<file path="config.mk">
export PLATFORM = sky130hd
export DESIGN_NAME = ka64_seq_ctrl
export DESIGN_NICKNAME = d
export VERILOG_FILES = /design/src/rtl/ka64_seq_ctrl.sv
export SDC_FILE = /design/constraint.sdc
export NUM_CORES = 1
export LEC_CHECK = 0
export ABC_AREA = 1
export BUFFER_PORTS_ARGS = -buffer_cell sky130_fd_sc_hd__buf_4
export CORE_MARGIN = 8
export CORE_UTILIZATION = 35
export CTS_BUF_LIST = sky130_fd_sc_hd__clkbuf_8
export DETAILED_ROUTE_END_ITERATION = 8
export PLACE_DENSITY = 0.49
export RECOVER_POWER = 25
export SYNTH_ARGS = -nofsm -noshare
export SYNTH_HDL_FRONTEND = slang
export SYNTH_SLANG_ARGS = --single-unit
export TNS_END_PERCENT = 30
</file>
<file path="constraint.sdc">
create_clock -name clk -period 4 [get_ports clk]
set_input_delay 0.2 -clock clk [delete_from_list [all_inputs] [get_ports clk]]
set_output_delay 0.2 -clock clk [all_outputs]
set_load 0.01 [all_outputs]
</file>
<file path="src/rtl/ka64_seq_ctrl.sv">
// ka64_seq_ctrl: 64x64 carry-less multiplier built from one 32-bit Karatsuba
// multiplier used on three consecutive cycles (low halves, high halves,
// XOR-folded halves). The three partial products are then recombined into a
// 127-bit result. Operands arrive and the result leaves on valid/ready
// handshakes.

// KA_32bit: combinational 32x32 carry-less product built from three 16x16
// schoolbook products (one Karatsuba level).
module KA_32bit (
    input  logic [31:0] a,
    input  logic [31:0] b,
    output logic [62:0] p
);

    function automatic logic [30:0] clmul16(input logic [15:0] x, input logic [15:0] z);
        logic [30:0] acc;
        acc = '0;
        for (int unsigned i = 0; i < 16; i++) begin
            if (z[i]) begin
                acc = acc ^ ({15'b0, x} << i);
            end
        end
        return acc;
    endfunction

    logic [30:0] z0;
    logic [30:0] z2;
    logic [30:0] zm;
    logic [62:0] mid;

    // Karatsuba recombine of the three half-width products
    always_comb begin
        z0  = clmul16(a[15:0], b[15:0]);
        z2  = clmul16(a[31:16], b[31:16]);
        zm  = clmul16(a[15:0] ^ a[31:16], b[15:0] ^ b[31:16]);
        mid = {32'b0, z0 ^ z2 ^ zm};
        p   = {32'b0, z0} ^ (mid << 16) ^ ({32'b0, z2} << 32);
    end

endmodule

module ka64_seq_ctrl (
    input  logic          clk,
    input  logic          rst_n,
    input  logic          in_valid,
    output logic          in_ready,
    input  logic [63:0]   a,
    input  logic [63:0]   b,
    output logic          out_valid,
    input  logic          out_ready,
    output logic [126:0]  y,
    output logic          busy
);

    localparam logic [2:0] IDLE    = 3'd0;
    localparam logic [2:0] MUL_LO  = 3'd1;
    localparam logic [2:0] MUL_HI  = 3'd2;
    localparam logic [2:0] MUL_MID = 3'd3;
    localparam logic [2:0] DONE    = 3'd4;

    logic [2:0]  state;
    logic [63:0] ra;
    logic [63:0] rb;
    logic [62:0] p0;
    logic [62:0] p2;
    logic [31:0] mul_a;
    logic [31:0] mul_b;
    logic [62:0] pm;

    KA_32bit u_ka (
        .a (mul_a),
        .b (mul_b),
        .p (pm)
    );

    // Select the multiplier operands for the current phase
    always_comb begin
        mul_a = '0;
        mul_b = '0;
        case (state)
            MUL_LO: begin
                mul_a = ra[31:0];
                mul_b = rb[31:0];
            end
            MUL_HI: begin
                mul_a = ra[63:32];
                mul_b = rb[63:32];
            end
            MUL_MID: begin
                mul_a = ra[31:0] ^ ra[63:32];
                mul_b = rb[31:0] ^ rb[63:32];
            end
            default: begin
                mul_a = '0;
                mul_b = '0;
            end
        endcase
    end

    // Sequencer, operand capture, partial products and final recombine
    always_ff @(posedge clk or negedge rst_n) begin
        if (!rst_n) begin
            state <= IDLE;
            ra    <= '0;
            rb    <= '0;
            p0    <= '0;
            p2    <= '0;
            y     <= '0;
        end else begin
            case (state)
                IDLE: begin
                    if (in_valid) begin
                        ra    <= a;
                        rb    <= b;
                        state <= MUL_LO;
                    end
                end
                MUL_LO: begin
                    p0    <= pm;
                    state <= MUL_HI;
                end
                MUL_HI: begin
                    p2    <= pm;
                    state <= MUL_MID;
                end
                MUL_MID: begin
                    y     <= {64'b0, p0}
                           ^ ({64'b0, p0 ^ p2 ^ pm} << 32)
                           ^ ({64'b0, p2} << 64);
                    state <= DONE;
                end
                DONE: begin
                    if (out_ready) begin
                        state <= IDLE;
                    end
                end
                default: begin
                    state <= IDLE;
                end
            endcase
        end
    end

    // Handshake and status outputs decode the registered state only
    always_comb begin
        in_ready  = (state == IDLE);
        out_valid = (state == DONE);
        busy      = (state != IDLE);
    end

endmodule

</file>
==> out/qor.yml <==
timing:
  final-max-slew-violation-count: 99
  min_period_ps: 3760
  final.setup_skew_ps: 79.7
  worstMarginPinSlew_ps: 2770
  finalCritPeriodShare: 0.940
  fin_ws_ps: 238
  hold_viol_final: 0
  fmax_mhz: 266
  setup-violations-final: 0
  slew-limit-headroom: -0.850
  rsz0062_at_grt: "yes"
place:
  dp_hpwl_um: 94000
  portBuffers: 261
  post-place-ws_ps: 145
  gp_congestion: 0.916
  placed_cell_area_sq_mm: 0.0367
routing:
  ant_nets: 0
  drt-wirelength-per-cell_um: 18.9
  vias: 32400
  drcViolationCount: 0
  drtIter0Drc: 2454
  drt-total-wl_um: 128000
  drt_first_pass_iters: 5
  vias_per_cell: 4.80
finish:
  layout-drive-gt1-share: 0.128
  fin_util: 0.425
  area_growth_pct: 20.9
  nets: 5574
  final_cell_area_sq_mm: 0.0395
synth:
  yosys_warnings: 0
  netlist_area_sq_mm: 0.0327
  synth.most_common_cell: "nand2_1"
  async_flop_share: 1.00
  synth_top_area_frac: 0.294
  synth_compound_area_frac: 0.0435
  netlist_top_cells_count: "nand2_1 (2294), inv_1 (446), dfrtp_1 (384), nand3_1 (383), xor2_1 (325)"
  synth_edf_count: 0
  ys_seq_area_frac: 0.294
  muxShareOfSynthArea: 0.0162
  synth_ff_type: "dfrtp_1"
  synth_top_family_by_area: "simple AND/OR/NAND/NOR gates"
  syn-instance-count: 5028
  syn_area_per_cell_sq_um: 6.49
  syn_nets: 5160
  ys_ff_latch: 384
  yosys.area_share.adder: 0
  synthSimpleGateAreaFrac: 0.373
  yosys.area.top_type: "dfrtp_1"
  synth.distinct_cells: 35
  ys_top_cells_by_area: "dfrtp_1 (29%), nand2_1 (26%), xor2_1 (8.7%), xnor2_1 (7.9%), nand3_1 (5.9%)"
  synth-xor-area-share: 0.183
global_route:
  antenna_found_initial: 2
  grt_pass1_vias: 30700
  grt_pass1_wl_um: 192000
  grt_max_degree: 100
  grtUsageTotal: 0.242
  overflow: 0
setup_path:
  cp-end-kind: "flip-flop"
  cp.required_ps: 4610
  path_class: "reg -> reg"
  startpoint_type: "flip-flop"
  cp.arrival_ps: 4370
  path_max_fanout: 50
clock_network:
  cts_buffer_depth: 3
  cts.sinks: 384
  clock_latency_ps: 740
  cts_made_buffers: 73
  cts_tree: "built"
  root_buffer: "clkbuf_8"
  cts.htree.levels: 3
  cts_setup_buffers: 0
  clkTransAtPathRegs_ps: 60
die:
  die_y_um: 321
  die_w_um: 321
  core_sq_mm: 0.0929
  ios: 262
  dieArea_sq_mm: 0.103
  rows: 112
  start_util: 0.351
outcome:
  failed_checks: "capacitance limit, slew limit"
  status: "finished, violations left"
worst_hold_path:
  min_path_type: "in -> reg"
flow_run:
  maxCapViolations: 1
## timing repair
item | in CTS | in global routing
hold endpoints to repair | 221 | 0
gates resized for setup | 0 | 20
hold buffers | 131 | 0
endpoints found under the setup margin | 0 | 41
## placed cells by master (no fill, tap or decap), types with 4 or more instances in the layout
cell type,n
o21ai_2,7
nand2_1,2287
o21ai_4,4
o21ai_0,139
nand3b_1,45
inv_1,469
xnor2_1,296
nand3_1,383
nand4_1,19
mux2_2,47
xnor2_2,21
clkbuf_8,84
o21ai_1,34
nand2_2,39
a21oi_1,83
or2_1,4
nand3_2,10
dfrtp_1,383
clkinv_2,6
or2_2,8
buf_12,34
nand2_4,10
buf_6,4
xor2_2,12
buf_4,392
nor2_1,176
nor2_4,5
xor2_1,324
inv_2,7
dlygate4sd3_1,131
## worst paths after layout
kind,startpoint,to,slack (ps),depth (start not counted)
worst min register to register,y[4],y[4],470,2
worst max-delay path,state[0],y[70],240,23
max in group asynchronous,rst_n,p0[39],710,3
worst min-delay path,b[29],rb[29],230,3
min in group asynchronous,rst_n,ra[18],920,2
worst max register to register,state[0],y[70],240,23
## layer usage
metal,share of wire,GRT usage
met1,0.44,0.322
met2,0.46,0.397
met3,0.068,0.0420
met4,0.032,0.0797
met5,0,0
## final cells by class
cell class | instances | area [sq um]
Clock buffer | 84 | 1160
Fill cell | 9742 | 53400
Multi-Input combinational cell | 3964 | 20200
Timing Repair Buffer | 566 | 5000
Tap cell | 1254 | 1570
Inverter | 453 | 1710
Antenna cell | 2 | 5.00
Sequential cell | 384 | 9610
Clock inverter | 37 | 215
## worst max-delay path, cell delays in order, from the launching register on
cell	delay, ps
dfrtp_4	540
buf_12	270
buf_12	230
nand2_1	70
nand2_1	60
nand3_1	60
nand2_1	260
buf_4	250
nand2_1	80
xor2_1	200
or2_1	230
nand2_1	60
nand2_1	60
nand2_1	60
nand2_1	40
nand2_1	350
inv_1	150
nand3_1	100
nand2_1	60
inv_1	50
nand3_1	120
nand3_1	110
nand3_1	90
nand2_1	90
## registers in the layout, indices dropped and copies added, names as in the netlist
name	count
y	127
ra	64
rb	64
p0	63
p2	63
state	3
## cells by family (layout without fill, tap and decap cells)
family | count (synthesis) | count (layout)
AOI/OAI and AO/OA | 270 | 270
xor gates and xnor gates | 654 | 654
buffers and inverters | 680 | 1140
DFF | 384 | 384
muxes | 47 | 47
other | 0 | 2
and+or+nand+nor | 2993 | 2993
## through the flow
stage	cells	TNS, ps	hold WS [ps]
final	6744	0	227
after floorplan	5028	0	-95.6
after detailed placement	6490	0	333
after global placement	6490	0	330
after global routing	6743	-27.9	188
after CTS	6742	0	150
Power is not shown: default switching activity piles up to over one toggle a cycle in this logic, so the estimate is an artifact.
